==> src/rtl/cr16_pkg.sv <==
// -----------------------------------------------------------------------------
// cr16_pkg
// Shared definitions for the CR16 fetch path.
//   C_ADDRESS_WIDTH / C_DATA_WIDTH : instruction address and word widths
//   C_RESET_ADDRESS                : default pc value applied during reset
//   fetch_entry_t                  : one buffered instruction {valid, data, address}
//   occupancy_t                    : fill level of the two-entry fetch buffer
// -----------------------------------------------------------------------------
package cr16_pkg;

    localparam int C_ADDRESS_WIDTH = 16;
    localparam int C_DATA_WIDTH    = 16;
    localparam logic [C_ADDRESS_WIDTH-1:0] C_RESET_ADDRESS = '0;

    typedef struct packed {
        logic                       valid;
        logic [C_DATA_WIDTH-1:0]    data;
        logic [C_ADDRESS_WIDTH-1:0] address;
    } fetch_entry_t;

    // Encoded so that the state value is also the number of held entries.
    typedef enum logic [1:0] {
        OCC_EMPTY = 2'd0,
        OCC_ONE   = 2'd1,
        OCC_FULL  = 2'd2
    } occupancy_t;

endpackage

==> src/rtl/fetch_buffer.sv <==
// -----------------------------------------------------------------------------
// fetch_buffer
// Two-entry in-order buffer between the instruction memory and decode.
// The "out" entry is what decode sees; the "skid" entry catches a word that
// lands while out is stalled.
//   clk, srst    : clock, synchronous active-high reset (clears data as well)
//   push         : a fetched word is landing this cycle
//   push_entry   : the landing word (valid bit is ignored, forced high)
//   flush        : drop every held entry (redirect)
//   pop          : decode ready; consumes the head when it is valid
//   head_entry   : registered head of the buffer
//   full         : both entries held
//   count        : number of held entries (0..2)
// -----------------------------------------------------------------------------
module fetch_buffer
    import cr16_pkg::*;
(
    input  logic         clk,
    input  logic         srst,
    input  logic         push,
    input  fetch_entry_t push_entry,
    input  logic         flush,
    input  logic         pop,
    output fetch_entry_t head_entry,
    output logic         full,
    output logic [1:0]   count
);

    occupancy_t   state_reg;
    fetch_entry_t out_reg;
    fetch_entry_t skid_reg;
    fetch_entry_t landing;

    always_comb begin
        landing       = push_entry;
        landing.valid = 1'b1;
    end

    always_ff @(posedge clk) begin
        if (srst) begin
            state_reg <= OCC_EMPTY;
            out_reg   <= '0;
            skid_reg  <= '0;
        end else if (flush) begin
            // Data fields are left alone so nothing but the valid bits toggle.
            state_reg      <= OCC_EMPTY;
            out_reg.valid  <= 1'b0;
            skid_reg.valid <= 1'b0;
        end else begin
            case (state_reg)
                OCC_EMPTY: begin
                    if (push) begin
                        out_reg   <= landing;
                        state_reg <= OCC_ONE;
                    end
                end
                OCC_ONE: begin
                    if (pop) begin
                        if (push) begin
                            out_reg <= landing;
                        end else begin
                            out_reg.valid <= 1'b0;
                            state_reg     <= OCC_EMPTY;
                        end
                    end else if (push) begin
                        // Head is stalled: park the landing word behind it.
                        skid_reg  <= landing;
                        state_reg <= OCC_FULL;
                    end
                end
                OCC_FULL: begin
                    // The fetch side never issues while full, so a push here
                    // can only coincide with a pop.
                    if (pop) begin
                        out_reg <= skid_reg;
                        if (push) begin
                            skid_reg <= landing;
                        end else begin
                            skid_reg.valid <= 1'b0;
                            state_reg      <= OCC_ONE;
                        end
                    end
                end
                default: begin
                    state_reg      <= OCC_EMPTY;
                    out_reg.valid  <= 1'b0;
                    skid_reg.valid <= 1'b0;
                end
            endcase
        end
    end

    assign head_entry = out_reg;
    assign full       = (state_reg == OCC_FULL);
    assign count      = state_reg;

endmodule

==> src/rtl/instr_fetch.sv <==
// -----------------------------------------------------------------------------
// instr_fetch
// Fetch stage sitting directly after the CR16 program counter. Issues one
// read per cycle at the current pc, steps the pc, lands the synchronous
// memory word one cycle later into a two-entry buffer, and presents it to
// decode over valid/ready. Redirects load the pc and flush stale work.
//   I_CLK, I_RESET          : clock, synchronous active-high reset
//   I_ENABLE                : run enable (low stops issue, buffer still drains)
//   I_PC_ADDRESS            : current pc value
//   O_PC_ENABLE             : pc updates at the next edge when high
//   O_PC_ADDRESS_SELECT     : 1 = pc loads O_PC_ADDRESS, 0 = pc increments
//   O_PC_ADDRESS            : pc load value (reset address or redirect target)
//   O_MEM_READ/O_MEM_ADDRESS: read strobe/address to instruction memory
//   I_MEM_DATA              : read data, one cycle after O_MEM_READ
//   I_REDIRECT(_ADDRESS)    : taken branch/jump pulse and its target
//   O_INSTR_VALID/O_INSTR/O_INSTR_ADDRESS, I_INSTR_READY : decode handshake
// -----------------------------------------------------------------------------
module instr_fetch
    import cr16_pkg::*;
#(
    parameter int                         P_ADDRESS_WIDTH = C_ADDRESS_WIDTH,
    parameter int                         P_DATA_WIDTH    = C_DATA_WIDTH,
    parameter logic [P_ADDRESS_WIDTH-1:0] P_RESET_ADDRESS = C_RESET_ADDRESS
) (
    input  logic                       I_CLK,
    input  logic                       I_RESET,
    input  logic                       I_ENABLE,
    input  logic [P_ADDRESS_WIDTH-1:0] I_PC_ADDRESS,
    output logic                       O_PC_ENABLE,
    output logic                       O_PC_ADDRESS_SELECT,
    output logic [P_ADDRESS_WIDTH-1:0] O_PC_ADDRESS,
    output logic                       O_MEM_READ,
    output logic [P_ADDRESS_WIDTH-1:0] O_MEM_ADDRESS,
    input  logic [P_DATA_WIDTH-1:0]    I_MEM_DATA,
    input  logic                       I_REDIRECT,
    input  logic [P_ADDRESS_WIDTH-1:0] I_REDIRECT_ADDRESS,
    output logic                       O_INSTR_VALID,
    output logic [P_DATA_WIDTH-1:0]    O_INSTR,
    output logic [P_ADDRESS_WIDTH-1:0] O_INSTR_ADDRESS,
    input  logic                       I_INSTR_READY
);

    logic                       inflight_reg;
    logic [P_ADDRESS_WIDTH-1:0] inflight_address_reg;

    logic         issue;
    logic         push;
    logic         out_valid;
    logic         buffer_full;
    logic [1:0]   buffer_count;
    fetch_entry_t push_entry;
    fetch_entry_t head_entry;

    assign out_valid = (buffer_count != 2'd0);

    // Only start a read if its word is guaranteed a slot when it lands:
    // a full buffer has no room, and a stalled head with a word already in
    // flight means that word will take the skid slot.
    assign issue = I_ENABLE && !I_RESET && !I_REDIRECT && !buffer_full
                   && !(out_valid && !I_INSTR_READY && inflight_reg);

    // A word landing on a redirect or reset edge is stale and is dropped.
    assign push = inflight_reg && !I_REDIRECT && !I_RESET;

    always_comb begin
        push_entry         = '0;
        push_entry.valid   = 1'b1;
        push_entry.data    = I_MEM_DATA;
        push_entry.address = inflight_address_reg;
    end

    // Reset outranks redirect, redirect outranks normal issue (and I_ENABLE).
    always_comb begin
        O_PC_ENABLE         = 1'b0;
        O_PC_ADDRESS_SELECT = 1'b0;
        O_PC_ADDRESS        = '0;
        if (I_RESET) begin
            O_PC_ENABLE         = 1'b1;
            O_PC_ADDRESS_SELECT = 1'b1;
            O_PC_ADDRESS        = P_RESET_ADDRESS;
        end else if (I_REDIRECT) begin
            O_PC_ENABLE         = 1'b1;
            O_PC_ADDRESS_SELECT = 1'b1;
            O_PC_ADDRESS        = I_REDIRECT_ADDRESS;
        end else if (issue) begin
            O_PC_ENABLE = 1'b1;
        end
    end

    assign O_MEM_READ    = issue;
    assign O_MEM_ADDRESS = I_PC_ADDRESS;

    always_ff @(posedge I_CLK) begin
        if (I_RESET) begin
            inflight_reg         <= 1'b0;
            inflight_address_reg <= '0;
        end else begin
            inflight_reg <= issue;
            if (issue) begin
                inflight_address_reg <= I_PC_ADDRESS;
            end
        end
    end

    fetch_buffer u_fetch_buffer (
        .clk        (I_CLK),
        .srst       (I_RESET),
        .push       (push),
        .push_entry (push_entry),
        .flush      (I_REDIRECT),
        .pop        (I_INSTR_READY),
        .head_entry (head_entry),
        .full       (buffer_full),
        .count      (buffer_count)
    );

    assign O_INSTR_VALID   = head_entry.valid;
    assign O_INSTR         = head_entry.data;
    assign O_INSTR_ADDRESS = head_entry.address;

endmodule

==> config.mk <==
export PLATFORM = sky130hd
export DESIGN_NAME = instr_fetch
export DESIGN_NICKNAME = d
export VERILOG_FILES = /design/src/rtl/cr16_pkg.sv /design/src/rtl/fetch_buffer.sv /design/src/rtl/instr_fetch.sv
export SDC_FILE = /design/constraint.sdc
export NUM_CORES = 1
export LEC_CHECK = 0
export ABC_AREA = 1
export CAP_MARGIN = 40
export CORE_ASPECT_RATIO = 2
export CORE_MARGIN = 2
export CORE_UTILIZATION = 38
export DETAILED_ROUTE_END_ITERATION = 16
export GPL_ROUTABILITY_DRIVEN = 0
export HOLD_SLACK_MARGIN = 0.12
export PLACE_DENSITY = 0.67
export SLEW_MARGIN = 20
export SYNTH_ARGS = -nofsm -noshare
export SYNTH_HDL_FRONTEND = slang
export SYNTH_SLANG_ARGS = --single-unit
export TNS_END_PERCENT = 20
==> constraint.sdc <==
create_clock -name I_CLK -period 3.2 [get_ports I_CLK]
set_input_delay 0.48 -clock I_CLK [delete_from_list [all_inputs] [get_ports I_CLK]]
set_output_delay 0.48 -clock I_CLK [all_outputs]
set_load 0.02 [all_outputs]
==> results of run 1 <==
[final cells by class]
type                            count  area (µm²)
Clock buffer                        9         225
Clock inverter                      7        73.8
Fill cell                        1089        5000
Inverter                           47         176
Multi-Input combinational cell    408        1850
Sequential cell                    85        1700
Tap cell                          137         171
Timing Repair Buffer              129        1280
[cell usage after synthesis]
library cell    n
nand2_1       165
nor2_1         92
dfxtp_1        85
a21oi_1        51
o21ai_0        51
inv_1          46
nand4_1        32
buf_2          16
buf_4          16
clkbuf_1       14
buf_6           7
ha_1            4
nand3_1         3
buf_1           2
nand2_2         2
nand3_2         2
nor2_8          2
a21boi_0        1
clkbuf_2        1
inv_2           1
nand2_4         1
nor2_2          1
o21ai_2         1
[cell families (layout without fill, tap and decap cells)]
group,count (synthesis),after routing
adder cells (fa/ha/maj),4,4
AND/OR/NAND/NOR,300,300
buffers and inverters,103,192
flip-flops,85,85
AO/OA/AOI/OAI,104,104
[per-stage QoR]
stage	hold WS (ns)	setup WS, ns
2_1_floorplan	0.445	1.28
3_3_place_gp	0.448	0.517
4_1_cts	0.463	0.518
3_5_place_dp	0.455	0.520
5_1_grt	0.488	0.408
6_report	0.460	0.536
[worst max path at each step]
| stage | from | endpoint | slack (ns) | cells past startpoint |
|---|---|---|---|---|
| CTS | I_REDIRECT | O_PC_ENABLE | 0.52 | 7 |
| detailed placement | I_REDIRECT | O_PC_ENABLE | 0.52 | 7 |
| global route | I_REDIRECT | O_PC_ENABLE | 0.41 | 7 |
| floorplan | I_REDIRECT | O_PC_ENABLE | 1.28 | 7 |
| global placement | I_REDIRECT | O_PC_ENABLE | 0.52 | 7 |
| finish | I_REDIRECT | O_PC_ENABLE | 0.54 | 7 |
[critical path, delay by kind of cell]
kind | cells | cell delay, ns
buffers and inverters | 3 | 1.19
AND/OR/NAND/NOR | 4 | 0.51
[layout by cell type, fill, tap and decap left out]
master | synthesis | final
nand2_1 | 165 | 165
clkdlybuf4s50_1 | 0 | 119
nor2_1 | 92 | 91
dfxtp_1 | 85 | 85
o21ai_0 | 51 | 51
a21oi_1 | 51 | 51
inv_1 | 46 | 46
nand4_1 | 32 | 32
clkbuf_16 | 0 | 9
buf_4 | 16 | 8
nand3_1 | 3 | 3
ha_1 | 4 | 3
nor2_8 | 2 | 2
nor2_2 | 1 | 2
nand3_2 | 2 | 2
nand2_2 | 2 | 2
clkinv_2 | 0 | 2
inv_6 | 0 | 2
inv_2 | 1 | 1
nand2_4 | 1 | 1
o21ai_2 | 1 | 1
a21boi_0 | 1 | 1
ha_2 | 0 | 1
clkinv_4 | 0 | 1
bufinv_16 | 0 | 1
clkinvlp_4 | 0 | 1
buf_2 | 16 | 1
buf_12 | 0 | 1
[per-layer routing]
layer	vias up	part of all wire, %
li1	2046	-
met1	1789	38
met2	124	52
met3	27	5.7
met4	0	3.9
met5	-	0
[report_power, final]
| part | total [µW] | switching (µW) | internal [µW] |
|---|---|---|---|
| logic | 346 | 192 | 154 |
| clock network | 1050 | 440 | 608 |
| registers | 1100 | 14.4 | 1090 |
| total | 2500 | 647 | 1850 |
==> impl_metrics.json, run 1 <==
{
  "status": "finished, final reports clean",
  "clock_path_buffers": 2,
  "cts-resized-gates": 0,
  "routed_wl_um": 11100,
  "synthesis.area_um2": 4070,
  "synthSimpleGateAreaFrac_pct": 31.2,
  "tritoncts": "built",
  "dpl-instance-area_um2": 5180,
  "tightest_slew_ns": 0.729,
  "fin_worst_skew_ns": 0.00798,
  "period_minus_slack_ns": 2.66,
  "hp-class": "reg2reg",
  "die_y_um": 150,
  "num_vias": 3986,
  "min-delay-start": "u_fetch_buffer.head_entry[22]$_SDFFE_PP0P_",
  "timing.fmax_mhz": 375,
  "cts.clk_slew.worst_paths_ns": 0.06,
  "dpl.hpwl_um": 7500,
  "grt_overflow": 0,
  "syn_avg_cell_area_um2": 6.83,
  "die_w_um": 77.2,
  "grt_use_total_pct": 19.3,
  "numPortBuffers": 120,
  "antenna_cells": 0,
  "syn-num-nets": 653,
  "yosysWarnings": 0,
  "peakVddDrop_mv": 0.334,
  "synth_seq_cells": 85,
  "r2r_setup_slack_ns": 1.06,
  "die_area_um2": 11600,
  "synthTopCellsByArea": "dfxtp_1, nand2_1, nor2_1, a21oi_1, o21ai_0",
  "stdcell_count": 822,
  "clock_latency_ns": 0.35,
  "start_util_pct": 38.8,
  "yosysTopAreaCell": "dfxtp_1",
  "grtUsageMet1_pct": 19.6,
  "routed_via_density": 4.85,
  "r2r_cells": 8,
  "power.total_uw": 2500,
  "regToRegStartpoint": "u_fetch_buffer.count[1]$_SDFFE_PP0P_",
  "final.period_utilization_pct": 83.2,
  "drt_iter0_markers": 288,
  "slowest_delay_ns": 0.60,
  "maxCapViolations": 0,
  "grt_pass1_vias": 3764,
  "drc_errors": 0,
  "postLayoutCoreUtil_pct": 52.3,
  "crit_slowest_cell": "clkdlybuf4s50_1",
  "holdPathEnd": "u_fetch_buffer.head_entry[22]$_SDFFE_PP0P_",
  "grt_pass1_wl_um": 17800,
  "synthAdderAreaFrac_pct": 1.23,
  "fin_area_um2": 5480,
  "use_met3_pct": 4.14,
  "syn_inst": 596,
  "ctsHoldBuffers": 0,
  "nNetsFinal": 737,
  "rows": 53,
  "boundaryPins": 121,
  "slew_viol_final": 0,
  "post_synth_xor_area_fraction_pct": 0,
  "synth_top_family_by_area": "simple AND/OR/NAND/NOR gates",
  "fin_setup_tns_ns": 0,
  "slew_headroom_pct": 51.4,
  "dr.pass1.iters": 5,
  "h-tree-depth": 3,
  "cp-start-kind": "input pin",
  "cts-root-buf": "clkbuf_16",
  "use_met2_pct": 36.3,
  "end_kind": "output pin",
  "rsz0062_at_grt": "false",
  "yosysUniqueCellTypes": 23,
  "leakagePower_uw": 0.00211,
  "core_um2": 10500,
  "top_usage_layer": "met2",
  "detail-route-antenna-nets": 0,
  "antenna_found_initial": 0,
  "grt_max_degree": 69,
  "cts_inserted_buffers": 9,
  "clkSinkCount": 85,
  "r2r-end": "u_fetch_buffer.head_entry[20]$_SDFFE_PP0P_",
  "avgRoutedWirePerCell_um": 13.5,
  "p_per_area_nw_per_um2": 456,
  "ys_seq_area_share_pct": 41.8,
  "critPathArrivalTime_ns": 2.18,
  "worstPathCellList": "clkdlybuf4s50_1 > nor2_8 > inv_2 > nor2_1 > nand2_1 > nand2_1 > clkdlybuf4s50_1",
  "synth_compound_area_share_pct": 12.9,
  "cts_setup_buffers": 0,
  "cp.required_ns": 2.72,
  "min_path_cells": 2,
  "drive_gt1_share_pct": 5.55,
  "muxShareOfSynthArea_pct": 0,
  "dp_cells": 806,
  "finalSetupViolCount": 0,
  "crit_path_max_fanout": 7,
  "synth_top_area_share_pct": 41.8,
  "crit_type": "in2out",
  "areaGrowthSynthToFinish_pct": 34.6,
  "hold_viol": 0
}
No activity file was read; power rests on OpenSTA's default activity.
==> run 2: changes to the inputs <==
- clock period: 3.2 -> 2.6 ns (I/O delays scaled with it)
==> impl_metrics.json, run 2 (synthesis gave the netlist of run 1 again) <==
{
  "cp.required_ns": 2.21,
  "dpl.hpwl_um": 7620,
  "fin_worst_skew_ns": 0.00744,
  "tightest_slew_ns": 0.595,
  "hp-class": "reg2reg",
  "clock_path_buffers": 2,
  "rows": 53,
  "final_common_cell": "nand2_1",
  "antenna_found_initial": 0,
  "slew_headroom_pct": 60.3,
  "routed_wl_um": 10900,
  "ctsHoldBuffers": 0,
  "rsz0062_at_grt": "false",
  "crit_type": "reg2out",
  "die_y_um": 150,
  "worstPathCellList": "inv_1 > ha_2 > inv_1 > nand2_1 > nor2_1 > nand2_1 > nand2_1 > clkdlybuf4s50_1",
  "die_area_um2": 11600,
  "areaGrowthSynthToFinish_pct": 37.2,
  "grt_max_degree": 69,
  "clkSinkCount": 85,
  "clock_latency_ns": 0.33,
  "boundaryPins": 121,
  "cts_setup_buffers": 0,
  "avgRoutedWirePerCell_um": 13.2,
  "slew_viol_final": 0,
  "h-tree-depth": 3,
  "nFillCells": 1067,
  "grt_overflow": 0,
  "finalSetupViolCount": 0,
  "drive_gt1_share_pct": 6.37,
  "hold-worst-slack_ns": 0.458,
  "slowest_delay_ns": 0.60,
  "fin_setup_tns_ns": 0,
  "maxCapViolations": 0,
  "cts-resized-gates": 0,
  "postLayoutCoreUtil_pct": 53.3,
  "tritoncts": "built",
  "num_vias": 4002,
  "hold_viol": 0,
  "cts.clk_slew.worst_paths_ns": 0.06,
  "nNetsFinal": 743,
  "routed_via_density": 4.83,
  "status": "finished, final reports clean",
  "leakagePower_uw": 0.00216,
  "antenna_cells": 0,
  "crit_path_max_fanout": 4,
  "peakVddDrop_mv": 0.386,
  "die_w_um": 77.2,
  "cts-root-buf": "clkbuf_16",
  "grt_use_total_pct": 19.0,
  "cts_inserted_buffers": 9,
  "p_per_area_nw_per_um2": 566,
  "period_minus_slack_ns": 2.46,
  "timing.fmax_mhz": 406,
  "drc_errors": 0,
  "start_util_pct": 38.8,
  "cp-start-kind": "flop",
  "drt_iter0_markers": 210,
  "detail-route-antenna-nets": 0,
  "core_um2": 10500,
  "dr.pass1.iters": 4,
  "final.period_utilization_pct": 94.7,
  "cpMostUsedCell": "nand2_1",
  "numPortBuffers": 120,
  "final_cell_mix": "nand2_1, clkdlybuf4s50_1, nor2_1",
  "grt_pass1_wl_um": 17600,
  "grt_pass1_vias": 3715,
  "critPathArrivalTime_ns": 2.07,
  "crit_slowest_cell": "clkdlybuf4s50_1",
  "end_kind": "output pin"
}
## run 2: path summary, 6_finish.rpt
kind / start / slack (ns) / depth (start not counted) / endpoint
setup reg to reg: u_fetch_buffer.count[0]$_SDFFE_PP0P_ / 0.62 / 10 / u_fetch_buffer.skid_reg[2]$_SDFFE_PP0P_
setup / recovery: u_fetch_buffer.count[0]$_SDFFE_PP0P_ / 0.14 / 8 / O_PC_ENABLE
hold / removal: u_fetch_buffer.head_entry[22]$_SDFFE_PP0P_ / 0.46 / 2 / u_fetch_buffer.head_entry[22]$_SDFFE_PP0P_
hold reg to reg: u_fetch_buffer.head_entry[22]$_SDFFE_PP0P_ / 0.46 / 2 / u_fetch_buffer.head_entry[22]$_SDFFE_PP0P_
## run 2: power breakdown
group          switching [µW]  total (µW)  internal (µW)
Combinational             238         437            199
Sequential               17.7        1360           1340
Clock                     519        1360            844
Total                     775        3160           2390
## run 2: layout make-up
class                   count  area [µm²]  share of cell area, %
multi-input cells         408        1850                   33.2
flip-flops and latches     85        1700                   30.5
repair buffers            135        1360                   24.3
clock buffers               9         225                   4.03
inverters                  47         176                   3.16
well taps                 137         171                   3.07
clock inverters             7        97.6                   1.75
## run 2: routing by layer
| layer | vias to the layer above | share of wire, % | track usage (%) |
|---|---|---|---|
| met3 | 19 | 4.9 | 3.90 |
| met4 | 0 | 2.8 | 9.46 |
| met2 | 116 | 54 | 35.9 |
| li1 | 2055 | - | - |
| met1 | 1812 | 38 | 19.3 |
| met5 | - | 0 | 0 |
## run 2: per-stage QoR
step                      cell area, µm²  worst slack (ns)  total power, µW  cells
after floorplan                     4070             0.799             1640    596
final                               5580             0.137             3160    828
after CTS                           5580             0.103             3190    828
after detailed placement            5260             0.155             1830    812
after global placement              5260             0.160             1820    812
after global routing                5580            0.0567             3310    828
## run 2: worst max-delay path, delay by kind of cell (launching register included)
family | cells | cell delay, ns
buf+inv | 3 | 0.80
flops | 1 | 0.37
fa+ha+maj | 1 | 0.19
simple gates | 4 | 0.38
